$ cat config.mk
export PLATFORM = sky130hd
export DESIGN_NAME = imem_loader_flat
export DESIGN_NICKNAME = d
export VERILOG_FILES = /design/src/rtl/imem_loader_if.sv /design/src/rtl/imem_loader.sv /design/src/flat_wrapper.sv
export SDC_FILE = /design/constraint.sdc
export NUM_CORES = 2
export LEC_CHECK = 0
export CAP_MARGIN = 0
export CORE_MARGIN = 2
export CORE_UTILIZATION = 60
export CTS_BUF_LIST = sky130_fd_sc_hd__clkbuf_4
export DETAILED_ROUTE_END_ITERATION = 10
export PLACE_DENSITY = 0.77
export SLEW_MARGIN = 20
export SYNTH_ARGS = -nofsm -noshare
export SYNTH_HDL_FRONTEND = slang
export SYNTH_SLANG_ARGS = --single-unit
$ cat constraint.sdc
create_clock -name clk -period 12.79 [get_ports clk]
set_input_delay 3.837 -clock clk [delete_from_list [all_inputs] [get_ports clk]]
set_output_delay 3.837 -clock clk [all_outputs]
set_load 0.02 [all_outputs]
$ cat src/rtl/imem_loader_if.sv
// Loader-side bus: processor fetch port, byte-stream input, load control and status.
interface imem_loader_if #(
  parameter int unsigned ADDR_W = 6
);
  logic              load_start;
  logic [ADDR_W:0]   load_len;
  logic              rx_valid;
  logic [7:0]        rx_data;
  logic              rx_ready;
  logic [31:0]       pc;
  logic [31:0]       instr;
  logic              cpu_reset;
  logic              busy;
  logic              done;
  logic              err;

  modport master (
    output load_start, load_len, rx_valid, rx_data, pc,
    input  rx_ready, instr, cpu_reset, busy, done, err
  );

  modport slave (
    input  load_start, load_len, rx_valid, rx_data, pc,
    output rx_ready, instr, cpu_reset, busy, done, err
  );
endinterface

$ cat src/rtl/imem_loader.sv
// Instruction memory loader: fills a word memory from a big-endian byte
// stream, holds the processor in reset while loading, then releases it.
module imem_loader #(
  parameter int unsigned DEPTH_WORDS = 64,
  parameter int unsigned ADDR_W      = 6,
  parameter int unsigned TIMEOUT     = 65535
) (
  input  logic         clk,
  input  logic         reset,
  imem_loader_if.slave bus
);

  typedef enum logic [1:0] {
    ST_IDLE = 2'd0,
    ST_LOAD = 2'd1,
    ST_RUN  = 2'd2,
    ST_ERR  = 2'd3
  } state_t;

  localparam int unsigned       IDLE_W     = $clog2(TIMEOUT + 1);
  localparam logic [IDLE_W-1:0] LP_TO_LAST = IDLE_W'(TIMEOUT - 1);
  localparam logic [ADDR_W:0]   LP_DEPTH   = (ADDR_W + 1)'(DEPTH_WORDS);

  state_t              r_state;
  state_t              w_state_nxt;
  logic [1:0]          r_byte_cnt;
  logic [ADDR_W-1:0]   r_waddr;
  logic [IDLE_W-1:0]   r_idle;
  logic [ADDR_W:0]     r_len;
  logic [23:0]         r_word;
  logic [31:0]         r_mem [DEPTH_WORDS];

  logic                w_accept;
  logic                w_len_ok;
  logic                w_start_ok;
  logic                w_word_done;
  logic                w_last_word;
  logic                w_timeout;
  logic [31:0]         w_full_word;
  logic                w_cpu_reset;
  logic                w_rx_ready;
  logic                w_busy;
  logic                w_done;
  logic                w_err;
  logic                w_pc_unused;

  assign w_accept    = bus.rx_valid && (r_state == ST_LOAD);
  assign w_len_ok    = (bus.load_len != '0) && (bus.load_len <= LP_DEPTH);
  assign w_start_ok  = bus.load_start && (r_state != ST_LOAD) && w_len_ok;
  assign w_word_done = w_accept && (r_byte_cnt == 2'd3);
  assign w_last_word = w_word_done && (({1'b0, r_waddr} + (ADDR_W + 1)'(1)) == r_len);
  // An accepted byte in the expiry cycle wins, since it would clear the counter.
  assign w_timeout   = (r_state == ST_LOAD) && !w_accept && (r_idle == LP_TO_LAST);
  assign w_full_word = {r_word, bus.rx_data};

  // State register
  always_ff @(posedge clk or negedge reset) begin
    if (!reset) begin
      r_state <= ST_IDLE;
    end else begin
      r_state <= w_state_nxt;
    end
  end

  // Next-state logic and state-decoded status outputs
  always_comb begin
    w_state_nxt = r_state;
    w_cpu_reset = 1'b1;
    w_rx_ready  = 1'b0;
    w_busy      = 1'b0;
    w_done      = 1'b0;
    w_err       = 1'b0;
    case (r_state)
      ST_LOAD: begin
        w_rx_ready = 1'b1;
        w_busy     = 1'b1;
        if (w_last_word) begin
          w_state_nxt = ST_RUN;
        end else if (w_timeout) begin
          w_state_nxt = ST_ERR;
        end
      end
      default: begin
        if (r_state == ST_RUN) begin
          w_cpu_reset = 1'b0;
          w_done      = 1'b1;
        end
        if (r_state == ST_ERR) begin
          w_err = 1'b1;
        end
        if (bus.load_start) begin
          w_state_nxt = w_len_ok ? ST_LOAD : ST_ERR;
        end
      end
    endcase
  end

  // Byte assembly, word address, idle counter and latched length
  always_ff @(posedge clk or negedge reset) begin
    if (!reset) begin
      r_byte_cnt <= '0;
      r_waddr    <= '0;
      r_idle     <= '0;
      r_len      <= '0;
      r_word     <= '0;
    end else if (w_start_ok) begin
      r_len      <= bus.load_len;
      r_byte_cnt <= '0;
      r_waddr    <= '0;
      r_idle     <= '0;
      r_word     <= '0;
    end else if (r_state == ST_LOAD) begin
      if (w_accept) begin
        r_idle     <= '0;
        r_byte_cnt <= r_byte_cnt + 2'd1;
        r_word     <= {r_word[15:0], bus.rx_data};
        if (w_word_done) begin
          r_waddr <= r_waddr + ADDR_W'(1);
        end
      end else begin
        r_idle <= r_idle + IDLE_W'(1);
      end
    end
  end

  // Memory write port; contents deliberately survive reset
  always_ff @(posedge clk) begin
    if (w_word_done) begin
      r_mem[r_waddr] <= w_full_word;
    end
  end

  assign bus.instr     = r_mem[bus.pc[ADDR_W+1:2]];
  assign bus.cpu_reset = w_cpu_reset;
  assign bus.rx_ready  = w_rx_ready;
  assign bus.busy      = w_busy;
  assign bus.done      = w_done;
  assign bus.err       = w_err;

  // Byte-offset and high pc bits do not take part in the fetch address.
  assign w_pc_unused = ^{bus.pc[31:ADDR_W+2], bus.pc[1:0]};

endmodule

$ cat src/flat_wrapper.sv
// flat-port wrapper written by rule: the top's interface ports become plain ports
module imem_loader_flat 
#(
  parameter int unsigned DEPTH_WORDS = 64,
  parameter int unsigned ADDR_W      = 6,
  parameter int unsigned TIMEOUT     = 65535
)
  (clk, reset, bus_load_start, bus_load_len, bus_rx_valid, bus_rx_data, bus_pc, bus_rx_ready, bus_instr, bus_cpu_reset, bus_busy, bus_done, bus_err);
  imem_loader_if #(.ADDR_W(ADDR_W)) bus_i ();
  input  logic clk;
  input  logic reset;
  input wire logic [$bits(bus_i.load_start)-1:0] bus_load_start;
  input wire logic [$bits(bus_i.load_len)-1:0] bus_load_len;
  input wire logic [$bits(bus_i.rx_valid)-1:0] bus_rx_valid;
  input wire logic [$bits(bus_i.rx_data)-1:0] bus_rx_data;
  input wire logic [$bits(bus_i.pc)-1:0] bus_pc;
  output wire logic [$bits(bus_i.rx_ready)-1:0] bus_rx_ready;
  output wire logic [$bits(bus_i.instr)-1:0] bus_instr;
  output wire logic [$bits(bus_i.cpu_reset)-1:0] bus_cpu_reset;
  output wire logic [$bits(bus_i.busy)-1:0] bus_busy;
  output wire logic [$bits(bus_i.done)-1:0] bus_done;
  output wire logic [$bits(bus_i.err)-1:0] bus_err;
  assign bus_i.load_start = bus_load_start;
  assign bus_i.load_len = bus_load_len;
  assign bus_i.rx_valid = bus_rx_valid;
  assign bus_i.rx_data = bus_rx_data;
  assign bus_i.pc = bus_pc;
  assign bus_rx_ready = bus_i.rx_ready;
  assign bus_instr = bus_i.instr;
  assign bus_cpu_reset = bus_i.cpu_reset;
  assign bus_busy = bus_i.busy;
  assign bus_done = bus_i.done;
  assign bus_err = bus_i.err;
  imem_loader #(.DEPTH_WORDS(DEPTH_WORDS), .ADDR_W(ADDR_W), .TIMEOUT(TIMEOUT)) u_core (.clk(clk), .reset(reset), .bus(bus_i));
endmodule
# After elaboration in Yosys (flattened, before gate mapping)
# Memories as Yosys holds them, arrays and structs flattened.
# Cells that the tools add are included.
# word_totals
reg_bits,57
ram_bits,2048
inputBits,51
output_inout_bits,37
word_cells,64
n_memories,1
# classes
add_sub_neg,4
order_cmp,1
n_eq_ne,8
mux,27
n_reduce_logical,17
# memory_table
name,depth,word_bits,read_ports,rd_ports_with_merged_regs,wr,line_no,source
u_core.r_mem,64,32,1,0,1,imem_loader.sv:31,logic [31:0] r_mem [DEPTH_WORDS];
# ops
operator,count
two-way mux 24 bit,3
two-way mux 16 bit,3
two-way mux 6 bit,4
"adder 16 x 1 -> 16 bit, second input constant",1
"equality test 16 bit, second input constant",1
two-way mux 2 bit,8
two-way mux 1 bit,9
logical AND 1 bit,8
nonzero test 2 bit,4
"adder 6 x 1 -> 7 bit, second input constant",1
equality test 7 bit,1
"<= comparator 7 bit, second input constant",1
nonzero test 7 bit,1
"adder 6 x 1 -> 6 bit, second input constant",1
"equality test 2 bit, second input constant",3
AND reduction 2 bit,2
"!= test 3 x 1 -> 1 bit, second input constant",1
AND reduction 3 bit,1
"adder 2 x 1 -> 2 bit, second input constant",1
"equality test 2 x 1 -> 1 bit, second input constant",1
"!= test 2 x 1 -> 1 bit, second input constant",1
logical NOT 1 bit,1

# Depth between registers and ports, before layout
# logic_depth
word_depth,8
mapped_depth,10
depth_no_buf,6

# Least setup slack after synthesis
# OpenSTA, ideal clock, no wires.
# synth_timing
path_type,input to output
from,input port bus_pc[3]
to,output port bus_instr[0]
arrival_time_ps,5833
required_ps,8953
slack_ps,3120
stages,9
path_buffers,5
cell_sequence,buf_2 > buf_4 > buf_4 > buf_2 > buf_2 > a211oi_1 > o41ai_1 > a221oi_1 > a211oi_1
# synth_via
elab_chain_cells,1
# synth_rtl
element,line_no,source
"start, declared",flat_wrapper.sv:16,input wire logic [$bits(bus_i.pc)-1:0] bus_pc;
memory (64 x 32 bit),n/a,
"end, declared",flat_wrapper.sv:18,output wire logic [$bits(bus_i.instr)-1:0] bus_instr;
# No other way between the ends.

# Worst setup path in the final report
# layout_timing
from,input port bus_pc[2]
to,output port bus_instr[5]
# Same word-level chain as after synthesis.

==> summary.md <==
| Metric | Value |
|---|---|
| Outcome | `complete, no violations` |
| Share of cells above drive strength 1 | `35.2%` |
| Area delta synth->final | `12.5%` |
| Cell area after synthesis | `approximately 0.081 sq mm` |
| Initial antenna violation count | `8` |
| Final antenna-violating net count | `0` |
| GR Util met1 | `a little under two fifths` |
| Yosys warning count | `0` |
| Setup_tns | `0 ns` |
| CTS root buffer | `clkbuf_4` |
| Pin count of the biggest net entering global routing | `98` |
| Average size of a mapped cell | `between 20 and 25 sq um` |
| Met2 usage | `between 40 and 50%` |
| Design area | `roughly 0.09 sq mm` |
| Die Area | `~0.14 sq mm` |
| Fmax | `approximately 0.086 GHz` |
| Worst slew margin | `about a fifth` |
| Commonest cells in the netlist | `edfxtp_1 (2048), mux4_2 (486), a22oi_1 (178), nand2_1 (116), clkbuf_1 (100)` |
| Slew @ Worst Pin | `roughly 1.2 ns` |
| Largest family of logic cells by synthesized area | `multiplexers` |
| Min-delay src | `u_core.r_idle[13]` |
| Vias/cell | `6.62` |
| Number of setup violations in the final report | `0` |
| Post-CTS Setup Bufs | `0` |
| Starting Density | `~60%` |
| DRT Pass-1 Iters | `5` |
| Gr ovfl total | `0` |
| Synth Area in Compound Gates | `3.81%` |
| Unrepaired setup endpoints after global routing | `no` |
| Final total power | `between 15 and 20 mW` |
| Placed inst area | `between 0.08 and 0.09 sq mm` |
| Proportion of synthesized area in mux cells | `~14%` |
| Post-Syn Nets | `between 3000 and 4000` |
| Reg clk slew, reported paths | `~0.050 ns` |
| DP Wirelength | `roughly 110000 um` |
| Post-synthesis adder-cell area fraction | `less than 1%` |
| Worst ir drop on vdd | `~0.00012 V` |
| Max_cap viols | `0` |
| Leading cell type by number of instances after synthesis | `edfxtp_1` |
| Fin. Hold Viols | `0` |
| Routed vias | `around 42000` |
| Die width | `around 370 um` |
| Worst setup path class | `input pin to primary output` |
| Port Buffer Count | `around 60` |
| Clock Skew | `~0.090 ns` |
| Post-synth top area share | `between 70% and 80%` |
| FF-to-FF Start | `u_core.r_byte_cnt[0]` |
| Post-synth EDFFs | `roughly 2000` |
| Main flop type after synthesis | `edfxtp_1` |
| Sequential area share after synthesis | `between 70 and 80%` |
| Pleak | `roughly 29 nW` |
| CP required | `slightly below 9 ns` |
| Vias in the first global route | `between 40000 and 50000` |
| All-Layer GR Usage | `between 20% and 30%` |
| Pwr Density | `approximately 170 mW/mm^2` |
| Yosys reg bits | `2105` |
| Grt peak-use layer | `met2` |
| DR DRC count | `0` |
| Hold Crit Class | `flop to flop` |
| Synth area leaders | `edfxtp_1 (76%), mux4_2 (14%), dfrtp_1 (1.8%)` |
| I/O pin count | `about 90` |
| Fraction of the mapped netlist area in simple logic gates | `2.42%` |
| Skew-Pair Late Insertion Delay | `between 1 and 1.5 ns` |
| First-pass GRT wire length | `~280000 um` |
| TritonCTS buffer count | `approximately 530` |
| Detailed Route Iter0 Violations | `between 5000 and 6000` |
| Max Fanout on Critical Path | `53` |
| Cts hold-fix bufs | `0` |
| Period utilization | `approximately 91%` |
| Routed WL per cell | `~31 um` |
| TritonCTS clock tree | `built` |
| Crit end category | `primary output` |
| Die height | `370 um` |
| Cell row count | `approximately 130` |
| Core footprint | `about 0.13 sq mm` |
| Post-synthesis xor/xnor area fraction | `0.174%` |
| Quantity of gates resized following cts | `0` |
| Cell taking the most area after synthesis | `edfxtp_1` |
| CP Launch Point | `bus_pc[2]` |
| Max Slew Vio Count | `0` |
| Fin nets | `approximately 4300` |
| Startpoint Class | `input pin` |
| Period minus WS final | `between 10 and 15 ns` |
| Clk buf depth | `4` |
| Distinct cells, synth | `55` |
| Htree depth | `6` |
| Final wirelength | `roughly 200000 um` |
| Clk sink count | `approximately 2100` |
| Post-Syn Instances | `about 3700` |
| Met3 usage | `~7.7%` |
| Gp weighted congestion | `slightly below 0.8` |
| FFs w/ async S/R, synth | `between 2 and 3%` |
| Crit path DAT | `between 7 and 8 ns` |
-- layout make-up --
type	count	area [sq um]
antenna	6	15.0
clock buffer	754	5660
clock inverter	101	574
fill	8179	42700
inverter	4	15.0
multi-input combinational	1341	17100
sequential	2105	63000
tap	1768	2210
timing repair buffer	230	2010
-- through the flow --
stage	util, %	hold WS, ns	worst slack (ns)	cells
finish	67.9	0.520	1.18	6309
global route	67.9	0.527	0.990	6307
CTS	67.9	0.515	1.21	6301
detailed placement	63.2	0.509	1.21	5446
global placement	63.2	0.493	1.31	5446
floorplan	-	0.468	3.12	3668
-- state kept, by name (all words and copies together), names as in the netlist --
register and count:
u_core.r_word 24, u_core.r_waddr 6, u_core.r_mem 2048, u_core.r_idle 16, u_core.r_len 7, u_core.r_state 2
u_core.r_byte_cnt 2
-- cells in the final DEF (no fill, tap or decap), types with 5 or more instances in the layout --
cell type / synthesis / final
edfxtp_1: 2048 / 2048
clkbuf_4: 0 / 756
mux4_2: 486 / 486
a22oi_1: 178 / 178
buf_4: 22 / 155
nand2_1: 116 / 116
nor2b_1: 87 / 82
clkinv_1: 0 / 79
a211oi_1: 78 / 78
nor2_4: 0 / 66
a21oi_1: 51 / 51
clkdlybuf4s50_1: 0 / 49
a221oi_1: 44 / 43
dfrtp_1: 57 / 33
and3_1: 28 / 28
nor2_1: 91 / 24
mux2_2: 20 / 20
o41ai_1: 18 / 18
dfrtp_2: 0 / 14
buf_12: 1 / 13
dfrtp_4: 0 / 10
nor4_1: 9 / 9
nand3_1: 9 / 9
xor2_1: 9 / 9
a21oi_2: 9 / 9
inv_2: 0 / 9
mux2i_1: 8 / 8
o31ai_1: 8 / 8
nand4_1: 8 / 8
buf_2: 80 / 8
o21ai_0: 7 / 7
xnor2_1: 7 / 7
bufinv_16: 0 / 7
diode_2: 0 / 6
nand2b_1: 6 / 6
or4_2: 6 / 6
a2111oi_0: 8 / 5
mux2_4: 5 / 5
clkinv_2: 0 / 5
-- per-layer routing --
layer / wire [um] / up-vias / share of wire (%)
li1: - / 16975 / -
met1: 68700 / 21574 / 35
met2: 97100 / 2808 / 49
met3: 22900 / 406 / 12
met4: 8410 / 4 / 4.3
met5: 23 / - / 0.012
-- worst max-delay path, cell delays in order --
cell	delay, ns
buf_8	0.47
buf_12	0.35
buf_12	0.31
buf_12	0.33
mux4_2	0.53
mux2i_1	0.29
nor2_1	0.08
a2111oi_0	0.56
buf_4	0.27
a211oi_1	0.06
clkdlybuf4s50_1	0.55
-- path summary, 6_finish.rpt --
path	slack, ns	cells past startpoint	to
hold / removal	0.52	1	u_core.r_idle[13]
setup reg to reg	9.16	6	u_core.r_mem[9][7]
min in group asynchronous	2.75	2	u_core.r_byte_cnt[0]
max in group asynchronous	9.40	2	u_core.r_word[9]
setup / recovery	1.18	11	bus_instr[5]
hold reg to reg	0.52	1	u_core.r_idle[13]
-- cells by family (layout without fill, tap and decap cells) --
group | count (synthesis) | in the layout
flops | 2105 | 2105
mux | 519 | 519
compound gates | 412 | 412
simple gates | 390 | 390
buf+inv | 222 | 1089
xor+xnor | 16 | 16
fa+ha+maj | 4 | 4
other cells | 0 | 6
-- power breakdown --
group / switching (mW) / total [mW] / internal (mW)
clock: 2.51 / 5.34 / 2.83
combinational: 0.758 / 1.10 / 0.343
sequential: 0.438 / 8.66 / 8.22
(Power assumes the default switching activity.)
